**config.mk**
```make
export PLATFORM = sky130hd
export DESIGN_NAME = instr_encoder_loader
export DESIGN_NICKNAME = d
export VERILOG_FILES = /design/src/rtl/core_isa_pkg.sv /design/src/rtl/instr_field_encoder.sv /design/src/rtl/instr_encoder_loader.sv
export SDC_FILE = /design/constraint.sdc
export NUM_CORES = 1
export LEC_CHECK = 0
export ABC_AREA = 1
export CAP_MARGIN = 20
export CORE_MARGIN = 3
export CORE_UTILIZATION = 40
export CTS_CLUSTER_DIAMETER = 60
export DETAILED_ROUTE_END_ITERATION = 7
export PLACE_DENSITY = 0.78
export SLEW_MARGIN = 25
export SYNTH_ARGS = -nofsm -noshare
export SYNTH_HDL_FRONTEND = slang
export SYNTH_SLANG_ARGS = --single-unit
export TNS_END_PERCENT = 30
```
**constraint.sdc**
```tcl
create_clock -name clk -period 2.67 [get_ports clk]
set_clock_uncertainty 0.15 [all_clocks]
set_input_delay 0.534 -clock clk [delete_from_list [all_inputs] [get_ports clk]]
set_output_delay 0.534 -clock clk [all_outputs]
set_load 0.005 [all_outputs]
```
**src/rtl/core_isa_pkg.sv**
```systemverilog
// Shared RV32I definitions: instruction formats, major opcodes and the loader FSM states.
// Imported by the decoder and by the instruction encoder/loader.
package core_isa_pkg;

    typedef enum logic [2:0] {
        FMT_R = 3'd0,
        FMT_I = 3'd1,
        FMT_S = 3'd2,
        FMT_B = 3'd3,
        FMT_U = 3'd4,
        FMT_J = 3'd5
    } instr_fmt_e;

    localparam logic [6:0] OPC_OP     = 7'b0110011;
    localparam logic [6:0] OPC_OP_IMM = 7'b0010011;
    localparam logic [6:0] OPC_STORE  = 7'b0100011;
    localparam logic [6:0] OPC_BRANCH = 7'b1100011;
    localparam logic [6:0] OPC_LUI    = 7'b0110111;
    localparam logic [6:0] OPC_JAL    = 7'b1101111;

    typedef enum logic [1:0] {
        ST_IDLE = 2'd0,
        ST_LOAD = 2'd1,
        ST_FIN  = 2'd2
    } ldr_state_e;

    // True when v is representable as a two's-complement number of 'bits' bits,
    // i.e. every bit from position bits-1 upwards is a copy of the sign.
    function automatic logic fits_signed(input logic [31:0] v, input int unsigned bits);
        logic signed [31:0] t;
        t = $signed(v) >>> (bits - 1);
        return (t == 32'sd0) || (t == -32'sd1);
    endfunction

endpackage

```
**src/rtl/instr_field_encoder.sv**
```systemverilog
// Combinational RV32I encoder: packs decoded fields into a 32-bit word and flags
// immediates that do not fit the selected format.
module instr_field_encoder
    import core_isa_pkg::*;
(
    input  logic [2:0]  i_fmt,
    input  logic [6:0]  i_opcode,
    input  logic [4:0]  i_rd,
    input  logic [4:0]  i_rs1,
    input  logic [4:0]  i_rs2,
    input  logic [2:0]  i_funct3,
    input  logic [6:0]  i_funct7,
    input  logic [31:0] i_imm,
    output logic [31:0] o_word,
    output logic        o_imm_err
);

    always_comb begin
        o_word    = {i_funct7, i_rs2, i_rs1, i_funct3, i_rd, i_opcode};
        o_imm_err = 1'b0;
        case (i_fmt)
            FMT_R: begin
                o_imm_err = 1'b0;
            end
            FMT_I: begin
                o_word    = {i_imm[11:0], i_rs1, i_funct3, i_rd, i_opcode};
                o_imm_err = !fits_signed(i_imm, 12);
            end
            FMT_S: begin
                o_word    = {i_imm[11:5], i_rs2, i_rs1, i_funct3, i_imm[4:0], i_opcode};
                o_imm_err = !fits_signed(i_imm, 12);
            end
            FMT_B: begin
                o_word    = {i_imm[12], i_imm[10:5], i_rs2, i_rs1, i_funct3,
                             i_imm[4:1], i_imm[11], i_opcode};
                o_imm_err = !fits_signed(i_imm, 13) || i_imm[0];
            end
            FMT_U: begin
                o_word    = {i_imm[31:12], i_rd, i_opcode};
                o_imm_err = |i_imm[11:0];
            end
            FMT_J: begin
                o_word    = {i_imm[20], i_imm[10:1], i_imm[11], i_imm[19:12], i_rd, i_opcode};
                o_imm_err = !fits_signed(i_imm, 21) || i_imm[0];
            end
            // Unknown format codes still produce an R-shaped word but are reported.
            default: begin
                o_imm_err = 1'b1;
            end
        endcase
    end

endmodule

```
**src/rtl/instr_encoder_loader.sv**
```systemverilog
// Accepts decoded instruction bundles, encodes them and streams the words into IMEM
// at consecutive byte addresses, with a one-deep output register under backpressure.
module instr_encoder_loader
    import core_isa_pkg::*;
#(
    parameter int ADDR_W = 32,
    parameter int CNT_W  = 16
) (
    input  logic              clk,
    input  logic              rst_n,
    input  logic              start,
    input  logic [ADDR_W-1:0] base_addr,
    input  logic [CNT_W-1:0]  num_instr,
    input  logic              in_valid,
    output logic              in_ready,
    input  logic [2:0]        in_fmt,
    input  logic [6:0]        in_opcode,
    input  logic [4:0]        in_rd,
    input  logic [4:0]        in_rs1,
    input  logic [4:0]        in_rs2,
    input  logic [2:0]        in_funct3,
    input  logic [6:0]        in_funct7,
    input  logic [31:0]       in_imm,
    output logic              mem_we,
    output logic [ADDR_W-1:0] mem_addr,
    output logic [31:0]       mem_wdata,
    input  logic              mem_ready,
    output logic              busy,
    output logic              done,
    output logic              err_imm,
    output logic [ADDR_W-1:0] err_addr
);

    ldr_state_e        r_state;
    logic [ADDR_W-1:0] r_next_addr;
    logic [CNT_W-1:0]  r_num;
    logic [CNT_W-1:0]  r_acc;
    logic              r_mem_we;
    logic [ADDR_W-1:0] r_mem_addr;
    logic [31:0]       r_mem_wdata;
    logic              r_done;
    logic              r_err_imm;
    logic [ADDR_W-1:0] r_err_addr;

    logic [31:0]       w_word;
    logic              w_imm_err;
    logic              w_slot_free;
    logic              w_in_ready;
    logic              w_accept;

    instr_field_encoder u_enc (
        .i_fmt     (in_fmt),
        .i_opcode  (in_opcode),
        .i_rd      (in_rd),
        .i_rs1     (in_rs1),
        .i_rs2     (in_rs2),
        .i_funct3  (in_funct3),
        .i_funct7  (in_funct7),
        .i_imm     (in_imm),
        .o_word    (w_word),
        .o_imm_err (w_imm_err)
    );

    // The output slot can take a new word when it is empty or being written this cycle.
    assign w_slot_free = !r_mem_we || mem_ready;
    assign w_in_ready  = (r_state == ST_LOAD) && (r_acc < r_num) && w_slot_free;
    assign w_accept    = in_valid && w_in_ready;

    always_ff @(posedge clk or negedge rst_n) begin
        if (!rst_n) begin
            r_state     <= ST_IDLE;
            r_next_addr <= '0;
            r_num       <= '0;
            r_acc       <= '0;
            r_mem_we    <= 1'b0;
            r_mem_addr  <= '0;
            r_mem_wdata <= '0;
            r_done      <= 1'b0;
            r_err_imm   <= 1'b0;
            r_err_addr  <= '0;
        end else begin
            r_done <= 1'b0;

            if (r_mem_we && mem_ready) begin
                r_mem_we <= 1'b0;
            end

            if (w_accept) begin
                r_mem_we    <= 1'b1;
                r_mem_addr  <= r_next_addr;
                r_mem_wdata <= w_word;
                r_next_addr <= r_next_addr + ADDR_W'(4);
                r_acc       <= r_acc + CNT_W'(1);
                if (w_imm_err) begin
                    r_err_imm <= 1'b1;
                    if (!r_err_imm) begin
                        r_err_addr <= r_next_addr;
                    end
                end
            end

            case (r_state)
                ST_IDLE: begin
                    if (start) begin
                        r_next_addr <= base_addr;
                        r_num       <= num_instr;
                        r_acc       <= '0;
                        r_err_imm   <= 1'b0;
                        r_err_addr  <= '0;
                        r_state     <= (num_instr == '0) ? ST_FIN : ST_LOAD;
                    end
                end
                ST_LOAD: begin
                    // Leave only once the last word has left the output register.
                    if ((r_acc == r_num) && w_slot_free) begin
                        r_state <= ST_FIN;
                    end
                end
                ST_FIN: begin
                    r_done  <= 1'b1;
                    r_state <= ST_IDLE;
                end
                default: begin
                    r_state <= ST_IDLE;
                end
            endcase
        end
    end

    assign in_ready  = w_in_ready;
    assign mem_we    = r_mem_we;
    assign mem_addr  = r_mem_addr;
    assign mem_wdata = r_mem_wdata;
    assign busy      = (r_state != ST_IDLE);
    assign done      = r_done;
    assign err_imm   = r_err_imm;
    assign err_addr  = r_err_addr;

endmodule

```
Yosys cells after proc, flatten, opt, wreduce, memory -nomap -nowiden
Cells that the tools add are included.
{ "totals": {"register_bits": 165, "out_inout_bits": 101, "elab_cells": 77} }
{ "op_classes": {"add_sub_neg": 2, "n_mux": 24, "n_lt_le_gt_ge": 1, "eq_ne": 13, "n_reduce_logical": 27} }
{ "op_table": {"columns": ["cell", "count"], "rows": [
  ["2-to-1 mux 32 bit", 8],
  ["case mux 32 bit (5 select lines)", 1],
  ["zero test 32 bit", 3],
  ["2-to-1 mux 16 bit", 3],
  ["adder 32 x 3 -> 32 bit (second input constant)", 1],
  ["equality test 21 x 1 -> 1 bit (second input constant)", 1],
  ["equality test 20 x 1 -> 1 bit (second input constant)", 1],
  ["adder 16 x 1 -> 16 bit (second input constant)", 1],
  ["equality test 16 bit", 1],
  ["zero test 16 bit", 1],
  ["< comparator 16 bit", 1],
  ["equality test 12 x 1 -> 1 bit (second input constant)", 1],
  ["OR reduction 12 bit", 1],
  ["2-to-1 mux 1 bit", 7],
  ["equality test 3 x 2 -> 1 bit (second input constant)", 2],
  ["equality test 3 bit (second input constant)", 2],
  ["logical OR 1 bit", 6],
  ["2-to-1 mux 2 bit", 3],
  ["logical AND 1 bit", 5],
  ["case mux 1 bit (5 select lines)", 1],
  ["zero test 1 bit", 4],
  ["case mux 2 bit (2 select lines)", 1],
  ["AND reduction 2 bit", 2],
  ["nonzero test 2 bit", 2],
  ["8 further kinds", 8]
]} }

Logic depth before layout (Yosys ltp)
{ "logic_depth": {"depth_word": 9, "mapped_depth": 17} }

By module
From an unflattened synthesis, not the netlist that was laid out.
{ "hier_totals": {"hier_cells": 1374, "hier_area_um2": 9581.7} }
{ "modules_own_cells": {"columns": ["module", "area_per_inst_um2", "cells_per_inst", "instances", "seq_area_each_um2"], "rows": [
  ["instr_encoder_loader", 8619.5, 1176, 1, 4129.0],
  ["instr_field_encoder", 962.2, 198, 1, 0.0]
]} }

Worst setup path after synthesis
Ideal clock, no wire load.
{ "synth_timing": {"path_type": "register -> register", "startpoint": "reg r_acc[13]", "endpoint": "reg r_mem_wdata[21] (netlist: mem_wdata[21])", "path_stages_with_launch": 13, "arrival_ps": 1890, "period_less_slack_ps": 2158, "setup_slack_ps": 512, "n_path_buf": 2, "path_cell_list": "dfrtp_1 -> ha_1 -> nand2_1 -> inv_1 -> o21ai_0 -> nand3_1 -> nor2_1 -> nand3_2 -> inv_2 -> buf_4 -> buf_2 -> nand4_1 -> o21a_1"} }
{ "synth_between": {"elab_chain_cells": 4} }
{ "synth_rtl": {"columns": ["element", "line_no", "text"], "rows": [
  ["start, declared", "instr_encoder_loader.sv:37", "logic [CNT_W-1:0] r_acc;"],
  ["start signal, assigned", "instr_encoder_loader.sv:93", "r_acc <= r_acc + CNT_W'(1);"],
  ["< comparator 16 bit", "instr_encoder_loader.sv:66", "assign w_in_ready = (r_state == ST_LOAD) && (r_acc < r_num) && w_slot_free;"],
  ["logical AND 1 bit (2 in series)", "instr_encoder_loader.sv:66", null],
  ["logical AND 1 bit", "instr_encoder_loader.sv:67", "assign w_accept = in_valid && w_in_ready;"],
  ["end signal, assigned", "instr_encoder_loader.sv:91", "r_mem_wdata <= w_word;"],
  ["end, declared", "instr_encoder_loader.sv:40", "logic [31:0] r_mem_wdata;"]
]} }
Every way passes these cells.
A chain may end at the register's enable or synchronous reset.

Worst setup path after layout
{ "layout_timing": {"startpoint": "reg r_acc[15]", "endpoint": "reg r_acc[15]"} }
{ "layout_between": {"elab_chain_cells": 7, "word_cells_on_any_way": 8, "classes_between": "add/sub (1); order compare (1); mux (3); reduce/logical (3)"} }
{ "layout_rtl": {"columns": ["element", "line_no", "text"], "rows": [
  ["< comparator 16 bit", "instr_encoder_loader.sv:66", null],
  ["logical AND 1 bit (2 in series)", "instr_encoder_loader.sv:66", null],
  ["logical AND 1 bit", "instr_encoder_loader.sv:67", null],
  ["2-to-1 mux 16 bit *", "instr_encoder_loader.sv:88", "if (w_accept) begin"],
  ["2-to-1 mux 16 bit", "instr_encoder_loader.sv:104", "if (start) begin"],
  ["2-to-1 mux 16 bit *", "instr_encoder_loader.sv:102", "case (r_state)"]
]} }
Every way passes the cells marked *; elsewhere a longest branch is shown, timed or not.

==> out/results.ini <==
[worst_setup_path]
cp.required_ns = 2.88
critPathKind = flip-flop to flip-flop
r2r_cells = 14
worst-path-buf-inv = 5
crit_path_start_kind = flip-flop
cp_slowest_stage_delay_ns = 0.42
crit_slowest_cell = dfrtp_1
reg2reg_from = r_acc[15]
endpoint_kind = flip-flop
rr_endpoint = r_acc[15]
crit_chain = ha_4, nand2_1, inv_1, nand3_2, a21oi_2, nor2_4, buf_4, buf_4, nand3_4, buf_8, nand2_1, o21ai_0, o21ai_0, inv_1
r2r_slack_ns = 0.12
arrival_ns = 2.76
cp_top_family = buffers and inverters
path_max_fanout = 67

[synthesis]
synthCells = 1216
ys_top_cells_by_area = dfrtp_1 46%, nand2_1 16%, nor2_1 7.0%
syn_nets = 1354
ys_top_cells_by_count = 371 x nand2_1, 168 x nor2_1, 165 x dfrtp_1, 146 x inv_1, 89 x o21ai_0
synth_edf_count = 0
ys_warn_count = 0
synth.cell_area_sq_mm = 0.00896
synth_area_per_cell_sq_um = 7.37
yosysMostFrequentCell = nand2_1
synth-async-reset-ratio = 1.00
ys_seq_area_frac = 0.461
synth.largest_area_cell = dfrtp_1
synth_top_area_frac = 0.461
synth_ff_type = dfrtp_1
ys_types = 38
ys_ff_latch = 165

[route]
drt_iter0_markers = 510
routed-via-count = 8775
firstDrtPassIters = 5
wirelength_um = 27000
vias_per_cell = 4.99
ant_nets = 0
drc = 0
wl_per_cell_um = 15.4

[floorplan]
ioPinCount = 221
dieArea_sq_mm = 0.0242
rows = 54
start_util = 0.409
die_width_um = 156
core_sq_mm = 0.0219
die_h_um = 156

[sta]
tightest_slew_ns = 0.656
worst_slack_ns = 0.123
holdWs_ns = 0.333
fmax_mhz = 393
slew_headroom = 0.562
setup_viol = 0
maxSlewViolCount = 0
finalHoldViolations = 0
period_share = 0.954
fin_crit_ns = 2.55

[power_and_ir_drop]
ir_drop_v = 0.000428
powerDensity_mw_per_mm2 = 1010
p_leak_nw = 6.10

[layout]
final_util = 0.573
diodes = 0
drive_above_1_share = 0.0899
fin_cells = 1760
nets = 1605
syn_to_final_growth_pct = 40.0

[clock_tree]
ctsRootBufferMaster = clkbuf_16
worstSkewPairLatency_ns = 0.44
cts.sinks = 165
clkTransAtPathRegs_ns = 0.07
cts_buffer_depth = 2
cts_max_level = 4
cts_tree = built
numCtsBuffers = 17

[place]
portBuffers = 220
gp_congestion = 0.932
dpl.hpwl_um = 20500
place_inst = 1720
dpl_worst_slack_ns = -0.333

[global_routing]
grt_pass1_wl_um = 43400
grt_usage = 0.224
grt_max_degree = 68
antenna_found_initial = 0
grt_pass1_vias = 8639
gr-total-overflow = 0

[worst_hold_path]
worstHoldEndpoint = mem_wdata[16]
hp-class = flip-flop to flip-flop
hp-start = mem_wdata[16]
min_path_cells = 2

[status]
outcome = complete, no violations

[run]
drv_cap = 0

-- layout by cell type (no fill, tap or decap), types with 3 or more instances in the layout --
cell type	n
inv_6	4
or2_2	9
o211ai_1	12
buf_12	8
inv_8	4
a21oi_1	10
inv_1	144
o31ai_1	7
buf_4	48
clkbuf_16	17
nand3_1	35
nor4_1	4
nor3_1	27
ha_1	15
nand2_1	367
xnor2_1	3
o21ai_0	87
dfrtp_1	164
xor2_1	25
buf_6	3
nor2_4	3
a31oi_1	8
inv_2	10
clkdlybuf4s50_1	218
nand2_2	6
nor2_1	165
o21ai_1	7
mux2i_1	4
o21a_1	12
ha_4	3
nand4_1	20
clkinv_8	3
-- logic make-up after synthesis --
logic type | Yosys count | share of synthesized area
buf+inv | 203 | 0.0906
mux | 4 | 0.00447
xor+xnor | 28 | 0.0274
flops | 165 | 0.461
compound gates | 150 | 0.0961
fa+ha+maj | 18 | 0.0251
simple gates | 648 | 0.296
-- final cells by class --
| cell class | instances | area, sq um |
|---|---|---|
| Timing Repair Buffer | 280 | 2770 |
| Clock buffer | 17 | 425 |
| Fill cell | 2019 | 9340 |
| Clock inverter | 15 | 184 |
| Tap cell | 280 | 350 |
| Inverter | 155 | 582 |
| Sequential cell | 165 | 4130 |
| Multi-Input combinational cell | 848 | 4110 |
-- where the power goes --
| part | leakage, nW | internal [W] | switching, W |
|---|---|---|---|
| logic | 3.75 | 0.00276 | 0.00281 |
| clock network | 0.295 | 0.00135 | 0.00119 |
| registers | 2.05 | 0.00362 | 0.000877 |
| total | 6.10 | 0.00773 | 0.00488 |
-- timing repair --
action / CTS / global route
pin swaps: 3 / 9
resized for setup: 10 / 18
endpoints found under the setup margin: 1 / 61
buffers inserted: 4 / 3
hold buffers: 1 / 0
hold endpoints to repair: 59 / 0
-- how the worst max path moves through the flow --
stage | from | to | cells after the start
5_1_grt | r_acc[15] | r_acc[15] | 14
2_1_floorplan | r_acc[13] | mem_wdata[21] | 12
4_1_cts | r_acc[15] | in_ready | 9
3_3_place_gp | mem_ready | in_ready | 10
6_report | r_acc[15] | r_acc[15] | 14
3_5_place_dp | mem_ready | in_ready | 10
-- state kept, by name, summed over array words and instances (netlist names) --
signal and count:
r_num 16, mem_we 1, mem_wdata 32, err_imm 1, done 1, r_acc 16, err_addr 32, r_state 2
mem_addr 32, r_next_addr 32
-- routing by layer --
metal  vias to the layer above  global-route usage  wire length [um]
li1                       4346                   -                 -
met1                      3999               0.277             10900
met5                         -                   0                 0
met4                         0              0.0796               800
met2                       366               0.367             12900
met3                        64              0.0768              2490
-- per-stage QoR --
step / instance area (sq um) / total power, W / setup TNS (ns)
floorplan: 8960 / 0.00718 / 0
global placement: 11800 / 0.00979 / -18.51
detailed placement: 11800 / 0.00997 / -21.77
CTS: 12500 / 0.0126 / -0.0417
global route: 12500 / 0.0137 / -0.0506
finish: 12500 / 0.0126 / 0
-- tightest hold or removal path, delay by kind of cell, from the launching register on --
| family | cells | cell delay (ns) |
|---|---|---|
| flip-flops | 1 | 0.35 |
| AND/OR/NAND/NOR | 1 | 0.05 |
| AO/OA/AOI/OAI | 1 | 0.05 |
Power figures use the tool's default switching activity.
